## src/rtl/shift_add_multiplier.sv

```systemverilog
// shift_add_multiplier: iterative RV32M multiply unit (MUL/MULH/MULHSU/MULHU)
//   clk    rising-edge clock
//   rst_n  asynchronous active-low reset
//   start  request a multiply, sampled only when not busy
//   op     00 MUL, 01 MULH, 10 MULHSU, 11 MULHU
//   A, B   multiplicand / multiplier
//   busy   operation in progress
//   done   one-cycle pulse, result valid
//   result low (MUL) or high (MULH*) half of the 2*SIZE product
module shift_add_multiplier #(
    parameter int SIZE = 32
) (
    input  logic            clk,
    input  logic            rst_n,
    input  logic            start,
    input  logic [1:0]      op,
    input  logic [SIZE-1:0] A,
    input  logic [SIZE-1:0] B,
    output logic            busy,
    output logic            done,
    output logic [SIZE-1:0] result
);
    localparam int CW = $clog2(SIZE + 1);

    typedef enum logic [1:0] {IDLE, RUN, FIN} state_t;

    state_t            state;
    logic [CW-1:0]     cnt;
    logic [1:0]        op_q;
    logic              neg;
    logic [SIZE-1:0]   mcand;
    logic [SIZE-1:0]   hi;
    logic [SIZE-1:0]   lo;
    logic              sa;
    logic              sb;
    logic [SIZE:0]     sum;
    logic [2*SIZE-1:0] prod;

    always_comb begin
        sa   = (op == 2'b01 || op == 2'b10) && A[SIZE-1];
        sb   = (op == 2'b01) && B[SIZE-1];
        sum  = {1'b0, hi} + (lo[0] ? {1'b0, mcand} : '0);
        // Sign restored on the full product so the carry crosses into the high half
        prod = neg ? ~{hi, lo} + (2*SIZE)'(1) : {hi, lo};
    end

    always_ff @(posedge clk or negedge rst_n) begin
        if (!rst_n) begin
            state  <= IDLE;
            cnt    <= '0;
            op_q   <= '0;
            neg    <= 1'b0;
            mcand  <= '0;
            hi     <= '0;
            lo     <= '0;
            busy   <= 1'b0;
            done   <= 1'b0;
            result <= '0;
        end else if (state == RUN) begin
            if (cnt == CW'(SIZE)) begin
                state  <= FIN;
                busy   <= 1'b0;
                done   <= 1'b1;
                result <= (op_q == 2'b00) ? prod[SIZE-1:0] : prod[2*SIZE-1:SIZE];
            end else begin
                // {carry,hi,lo} shifted right one place after the conditional add
                hi  <= sum[SIZE:1];
                lo  <= {sum[0], lo[SIZE-1:1]};
                cnt <= cnt + CW'(1);
            end
        end else begin
            // IDLE and FIN both accept a new request (FIN gives back-to-back issue)
            done  <= 1'b0;
            busy  <= start;
            state <= start ? RUN : IDLE;
            if (start) begin
                op_q  <= op;
                neg   <= sa ^ sb;
                mcand <= sa ? -A : A;
                lo    <= sb ? -B : B;
                hi    <= '0;
                cnt   <= '0;
            end
        end
    end
endmodule

```

## config.mk

```make
export PLATFORM = sky130hd
export DESIGN_NAME = shift_add_multiplier
export DESIGN_NICKNAME = d
export VERILOG_FILES = /design/src/rtl/shift_add_multiplier.sv
export SDC_FILE = /design/constraint.sdc
export NUM_CORES = 1
export LEC_CHECK = 0
export CAP_MARGIN = 20
export CORE_ASPECT_RATIO = 1.5
export CORE_UTILIZATION = 53
export CTS_CLUSTER_DIAMETER = 30
export DETAILED_ROUTE_END_ITERATION = 10
export HOLD_SLACK_MARGIN = 0.12
export PLACE_DENSITY = 0.75
export REMOVE_ABC_BUFFERS = 1
export SLEW_MARGIN = 15
export SYNTH_ARGS = -nofsm -noshare
export SYNTH_HDL_FRONTEND = slang
export SYNTH_SLANG_ARGS = --single-unit
```

## constraint.sdc

```tcl
create_clock -name clk -period 4.52 [get_ports clk]
set_input_delay 0.452 -clock clk [delete_from_list [all_inputs] [get_ports clk]]
set_output_delay 0.452 -clock clk [all_outputs]
set_load 0.01 [all_outputs]
```

# Yosys cells after proc, flatten, opt, wreduce, memory -nomap -nowiden
# Cells that the tools add are included.
[totals] ff_bits=141 word_cells=53 in_bits=69 out_inout_bits=34
[op_classes] bitwise=3 reduce_logical=8 eq_ne=6 mux=21 n_addsub=5
[ops] operator="two-way mux 32 bit" count=10
[ops] operator="adder 64 x 1 -> 64 bit (second input constant)" count=1
[ops] operator="two-way mux 64 bit" count=1
[ops] operator="negation 32 bit" count=2
[ops] operator="inverter 64 bit" count=1
[ops] operator="adder 32 x 32 -> 33 bit" count=1
[ops] operator="two-way mux 6 bit" count=3
[ops] operator="adder 6 x 1 -> 6 bit (second input constant)" count=1
[ops] operator="equality test 6 bit (second input constant)" count=1
[ops] operator="AND reduction 2 bit" count=3
[ops] operator="two-way mux 1 bit" count=5
[ops] operator="equality test 2 x 1 -> 1 bit (second input constant)" count=2
[ops] operator="two-way mux 2 bit" count=2
[ops] operator="equality test 2 bit (second input constant)" count=1
[ops] operator="logical AND 1 bit" count=2
[ops] operator="logical NOT 2 bit" count=1
[ops] operator="!= test 2 x 1 -> 1 bit (second input constant)" count=1
[ops] operator="!= test 2 bit (second input constant)" count=1
[ops] operator="nonzero test 2 bit" count=1
[ops] operator="logical OR 1 bit" count=1
[ops] operator="inverter 1 bit" count=1
[ops] operator="bitwise XOR 1 bit" count=1

# Longest topological paths before layout
# Gate-level depths: netlist (run 1).
[depth] depth_word=5 mapped_depth=14 depth_no_buf=12

# Worst setup path after synthesis (run 1)
# OpenSTA, ideal clock, no wires.
[synth_timing] kind="register to register" from="register lo[0]" to="register hi[24]" setup_slack_ns=1.550 required_ns=4.398 period_less_slack_ns=2.970 stages_incl_launch_ff=13 arrival_time_ns=2.849 n_path_buf=2 path_cell_list="dfrtp_1 > clkbuf_1 > clkbuf_1 > and2_1 > ha_1 > a21o_1 > or3_1 > o211ai_1 > o21ai_0 > nand3_1 > a21oi_1 > or3_1 > a32o_1"
[synth_between] elab_chain_len=4
[synth_rtl] item="from (decl)" line_no="33" text="logic [SIZE-1:0] lo;"
[synth_rtl] item="from (signal assigned)" line_no="68" text="lo <= {sum[0], lo[SIZE-1:1]};"
[synth_rtl] item="from (signal assigned)" line_no="80" text="lo <= sb ? -B : B;"
[synth_rtl] item="two-way mux 32 bit" line_no="42" text="sum = {1'b0, hi} + (lo[0] ? {1'b0, mcand} : '0);"
[synth_rtl] item="adder 32 x 32 -> 33 bit" line_no="42"
[synth_rtl] item="two-way mux 32 bit" line_no="60" text="if (cnt == CW'(SIZE)) begin"
[synth_rtl] item="two-way mux 32 bit" line_no="59" text="end else if (state == RUN) begin"
[synth_rtl] item="to (signal assigned)" line_no="67" text="hi <= sum[SIZE:1];"
[synth_rtl] item="to (decl)" line_no="32" text="logic [SIZE-1:0] hi;"
# Every way passes these cells. The select of a mux whose other input is x is not followed.
# A chain may end at the register's enable or synchronous reset.

# Worst setup path after layout (run 1)
[layout_timing] from="register lo[0]" to="register hi[27]"
# Same word-level chain as after synthesis.

==> flow_summary.toml, run 1 <==
[status]
outcome = "completed"

[timing]
slew_headroom_pct = 37.2
clock-skew-final_ns = 0.00851
finalHoldWorstSlack_ns = 0.150
fin_crit_sh_pct = 82.5
worst_pin_slew_ns = 0.942
fin_crit_ns = 3.73
setup_viol = 0
fin_tns_setup_ns = 0
report.final.slew_viol_count = 0
fmax_ghz = 0.268
finalHoldViolations = 0
rsz0062_at_grt = "false"

[critical_path]
critical_path_class = "register to register"
max_stage_delay_ns = 0.93
critPathMaxFanout = 36
r2r_slack_ns = 0.79
worstReg2RegStart = "lo[0]$_DFFE_PN0P_"
r2r_cells = 12
critical_path.top_delay_family = "compound AO/OA/AOI/OAI gates"
arrival_ns = 4.04
cp_cell_sequence = "and2_1 > ha_1 > inv_1 > fa_1 > nor2b_1 > o2111a_1 > o21a_1 > a211oi_1 > o211ai_1 > nand3_1 > a21o_1 > a32o_1"
r2r_end = "hi[27]$_DFFE_PN0P_"
required_ns = 4.83
worst-path-buf-inv = 1
end_kind = "register"
worstSetupPathDepth = 12
cp-start-kind = "register"
critPathSlowestCell = "dfrtp_1"

[cells_and_area]
final_util_pct = 63.9
diodes = 0
area_growth_pct = 17.5
layout_commonest_cell = "nand2_1"
drive_gt1_share_pct = 5.07
most-common-layout-cells = "nand2_1, o21ai_0, dfrtp_1"
fill_cells = 1620
nNetsFinal = 1455

[logic_synthesis]
syn_area_sq_um = 10200
yosys.cell_types.count = 69
avgSynthCellArea_sq_um = 7.93
synthArstFlopShare_pct = 100
synth_cells = 1283
yosysSeqAreaShare_pct = 34.2
synth_seq_cells = 139
synth_edf_count = 0
yosysWarnings = 0
synth-main-ff-cell = "dfrtp_1"

[place]
io_buffers = 102
post-dp-hpwl_microns = 19800
gp_congestion = 0.935

[cts]
insertion_delay_ns = 0.43
cts_buffer_depth = 2
ctsHtreeMaxLevel = 4
cts.clk_slew.worst_paths_ns = 0.06
cts_made_buffers = 17
cts_tree = "built"
cts-root-buf = "clkbuf_16"
post_cts_resized = 0
postCtsHoldBufs = 0
cts.sinks = 139
post-cts-setup-buffer-count = 0

[floorplanning]
io_pins = 103
coreArea_sq_um = 18700
rows = 61
die_w_microns = 115
die_h_microns = 172
initial_core_util_pct = 54.4
dieArea_sq_um = 19800

[pwr]
leakagePower_nw = 4.92
power.density_nw_per_um2 = 681
p_total_w = 0.00814
ir_worst_vdd_uv = 372

[job]
maxCapViolations = 0

[route]
drtPass1Iterations = 5
drt_iter0_markers = 592
antenna_left = 0
wl_per_cell_microns = 16.8
drt_wl_total_microns = 27000
via_per_inst = 5.91
drc = 0
route.vias.total = 9530

[global_routing]
grt_max_degree = 107
grt_pass1_vias = 9116
grt_overflow = 0
antenna_found_initial = 0
grt_usage_pct = 29.2
grt_pass1_wl_microns = 45100

[min_path]
hp-class = "input pin to async pin"
[logic make-up after synthesis]
| logic type | Yosys count | synth area share (%) |
|---|---|---|
| and+or+nand+nor | 469 | 21.8 |
| AOI/OAI and AO/OA | 403 | 23.9 |
| DFF | 139 | 34.2 |
| adders and majority gates | 39 | 4.87 |
| buffers and inverters | 99 | 3.67 |
| xor gates and xnor gates | 131 | 11.3 |
| muxes | 3 | 0.295 |
[flip-flops by register name (all words and copies together) (netlist names)]
register and cells:
hi 32, lo 32, mcand 32, result 32
cnt 6, op_q 2, done 1, neg 1
state 1
[routing by layer]
metal  GRT usage [%]  vias to the layer above  wire length, microns  part of all wire, %
met5               0                        -                     0                    0
met4            13.6                        0                  1010                  3.7
met3            4.19                       75                  1360                  5.1
met2            51.4                      320                 13500                   50
met1            34.8                     4440                 11100                   41
li1                -                     4695                     -                    -
[power by group]
group          switching (W)  internal, W  total (W)
sequential          0.000674      0.00181    0.00248
clock               0.000567     0.000828    0.00140
combinational        0.00245      0.00182    0.00426
total                0.00369      0.00445    0.00814
[synthesized netlist by cell type, types with 13 or more instances]
master | instances | area share, %
nor4_1 | 13 | 0.80
a21oi_1 | 108 | 5.3
o21ai_0 | 153 | 7.5
a21o_1 | 13 | 0.96
nand2_1 | 192 | 7.1
or3_1 | 21 | 1.3
xor2_1 | 67 | 5.8
clkbuf_1 | 64 | 2.4
nor3_1 | 23 | 1.1
nand3_1 | 28 | 1.4
inv_1 | 28 | 1.0
dfrtp_1 | 139 | 34
nor2_1 | 101 | 3.7
xnor2_1 | 64 | 5.5
o31ai_1 | 34 | 2.5
and2_1 | 37 | 2.3
ha_1 | 38 | 4.7
o41ai_1 | 15 | 1.3
[metrics by stage]
step / cell area (sq um) / setup WS [ns] / std cells
after floorplan: 9910 / -0.295 / 1213
after global placement: 11400 / 0.953 / 1580
after detailed placement: 11400 / 0.809 / 1580
after CTS: 12000 / 0.775 / 1612
after global routing: 12000 / 0.492 / 1612
final: 12000 / 0.789 / 1612
[worst max-delay path by stage]
stage / from / slack [ns] / end
floorplan: done$_DFFE_PN0P_ / -0.29 / result[29]$_DFFE_PN0P_
global placement: A[3] / 0.95 / mcand[29]$_DFFE_PN0P_
detailed placement: lo[0]$_DFFE_PN0P_ / 0.81 / hi[27]$_DFFE_PN0P_
CTS: lo[0]$_DFFE_PN0P_ / 0.78 / hi[27]$_DFFE_PN0P_
global route: lo[0]$_DFFE_PN0P_ / 0.49 / hi[27]$_DFFE_PN0P_
finish: lo[0]$_DFFE_PN0P_ / 0.79 / hi[27]$_DFFE_PN0P_
[area by class of cell]
type	instances	area, sq um	share of cell area [%]
Clock buffer	19	443	3.71
Clock inverter	13	145	1.21
Inverter	29	109	0.911
Multi-Input combinational cell	1045	6340	53.1
Sequential cell	139	3480	29.1
Tap cell	252	315	2.64
Timing Repair Buffer	115	1120	9.37
Power figures use the tool's default switching activity.
==> run 2, diff against run 1 <==
==> constraint.sdc (replaced) <==
create_clock -name clk -period 3.7 [get_ports clk]
set_input_delay 0.37 -clock clk [delete_from_list [all_inputs] [get_ports clk]]
set_output_delay 0.37 -clock clk [all_outputs]
set_load 0.01 [all_outputs]
==> flow_summary.toml, run 2 (same netlist as run 1, synthesis figures left out) <==
[floorplanning]
initial_core_util_pct = 54.4
dieArea_sq_um = 19800
coreArea_sq_um = 18700
die_h_microns = 172
die_w_microns = 115
rows = 61
io_pins = 103

[cells_and_area]
final_util_pct = 65.2
most-common-layout-cells = "nand2_1, o21ai_0, dfrtp_1"
nNetsFinal = 1475
diodes = 0
drive_gt1_share_pct = 6.24
area_growth_pct = 19.8
layout_commonest_cell = "nand2_1"

[route]
drtPass1Iterations = 5
drc = 0
antenna_left = 0
drt_iter0_markers = 629
drt_wl_total_microns = 27600
route.vias.total = 9643
wl_per_cell_microns = 16.9
via_per_inst = 5.91

[critical_path]
end_kind = "register"
crit_start = "lo[27]$_DFFE_PN0P_"
critPathMaxFanout = 6
critical_path_class = "register to register"
required_ns = 4.04
worstReg2RegStart = "lo[27]$_DFFE_PN0P_"
cp-start-kind = "register"
arrival_ns = 3.51

[pwr]
leakagePower_nw = 5.06
power.switching_w = 0.00451
pwr-share-comb_pct = 51.8
clock_power_share_pct = 18.8
power.density_nw_per_um2 = 843
intPower_w = 0.00577
ir_worst_vdd_uv = 418
seq_power_share_pct = 29.4
switching_share_pct = 43.9

[timing]
report.final.slew_viol_count = 0
fin_crit_ns = 3.16
slew_headroom_pct = 33.1
clock-skew-final_ns = 0.0105
finalHoldViolations = 0
fin_crit_sh_pct = 85.4
fmax_ghz = 0.316
rsz0062_at_grt = "false"
setup_viol = 0
setup_ws_ns = 0.539
worst_pin_slew_ns = 1.00

[global_routing]
grt_max_degree = 106
grt_pass1_vias = 9290
grt_overflow = 0
antenna_found_initial = 0
grt_pass1_wl_microns = 45100
grt_usage_pct = 29.2

[cts]
ctsHtreeMaxLevel = 4
cts_buffer_depth = 2
cts_made_buffers = 17
cts.sinks = 139
cts.clk_slew.worst_paths_ns = 0.06
cts_tree = "built"
insertion_delay_ns = 0.42
cts-root-buf = "clkbuf_16"

[place]
post-place-ws_ns = 0.492
gp_congestion = 0.918
io_buffers = 102
post-dp-hpwl_microns = 20100

[status]
outcome = "completed"

[job]
maxCapViolations = 0

[min_path]
hp-class = "register to register"
hold_start = "result[20]$_DFFE_PN0P_"
## run 2: routing by layer
metal | up-vias | routed length (microns) | track usage, %
met5 | - | 0 | 0
met4 | 0 | 879 | 12.6
met2 | 305 | 14100 | 52.3
li1 | 4735 | - | -
met1 | 4532 | 11200 | 34.4
met3 | 71 | 1410 | 4.16
## run 2: power groups by stage
| stage | clock network, W | logic, W | registers (W) |
|---|---|---|---|
| detailed placement | 0 | 0.00521 | 0.00302 |
| floorplan | 0 | 0.00371 | 0.00288 |
| CTS | 0.00194 | 0.00528 | 0.00300 |
| finish | 0.00193 | 0.00532 | 0.00302 |
| global route | 0.00201 | 0.00593 | 0.00311 |
| global placement | 0 | 0.00511 | 0.00299 |
## run 2: through the flow
stage	setup TNS [ns]	instances	power (W)	instance area, sq um	hold WS (ns)
CTS	0	1631	0.0102	12200	0.473
detailed placement	0	1599	0.00823	11500	0.460
finish	0	1631	0.0103	12200	0.468
global route	0	1631	0.0110	12200	0.492
global placement	0	1599	0.00810	11500	0.452
floorplan	-46.10	1213	0.00659	9910	0.0744
## run 2: worst paths after layout
path,slack (ns),depth (start not counted),to
max,0.54,9,result[19]$_DFFE_PN0P_
min,0.47,2,result[20]$_DFFE_PN0P_
max reg2reg,0.54,9,result[19]$_DFFE_PN0P_
min reg2reg,0.47,2,result[20]$_DFFE_PN0P_
max in group asynchronous,2.15,3,op_q[1]$_DFFE_PN0P_
min in group asynchronous,0.60,2,mcand[0]$_DFFE_PN0P_
## run 2: timing repair
item | in CTS | in global routing
buffers inserted | 0 | 0
endpoints found under the hold margin | 18 | 0
gates resized for setup | 0 | 0
hold buffers | 1 | 0
## run 2: critical path, cell delays in order (launching register included)
cell and delay (ns):
dfrtp_1 0.44, or4_4 0.58, or3_1 0.41, nor4_2 0.32, buf_4 0.19, nand3_1 0.29
o31ai_1 0.35, xnor2_1 0.25, nor2_1 0.11, o21ai_0 0.16
## run 2: cell type report
class                           instances  area, sq um
Fill cell                            1643         6520
Multi-Input combinational cell       1045         6340
Sequential cell                       139         3480
Timing Repair Buffer                  135         1270
Clock buffer                           20          447
Tap cell                              252          315
Clock inverter                         11          218
Inverter                               29          109
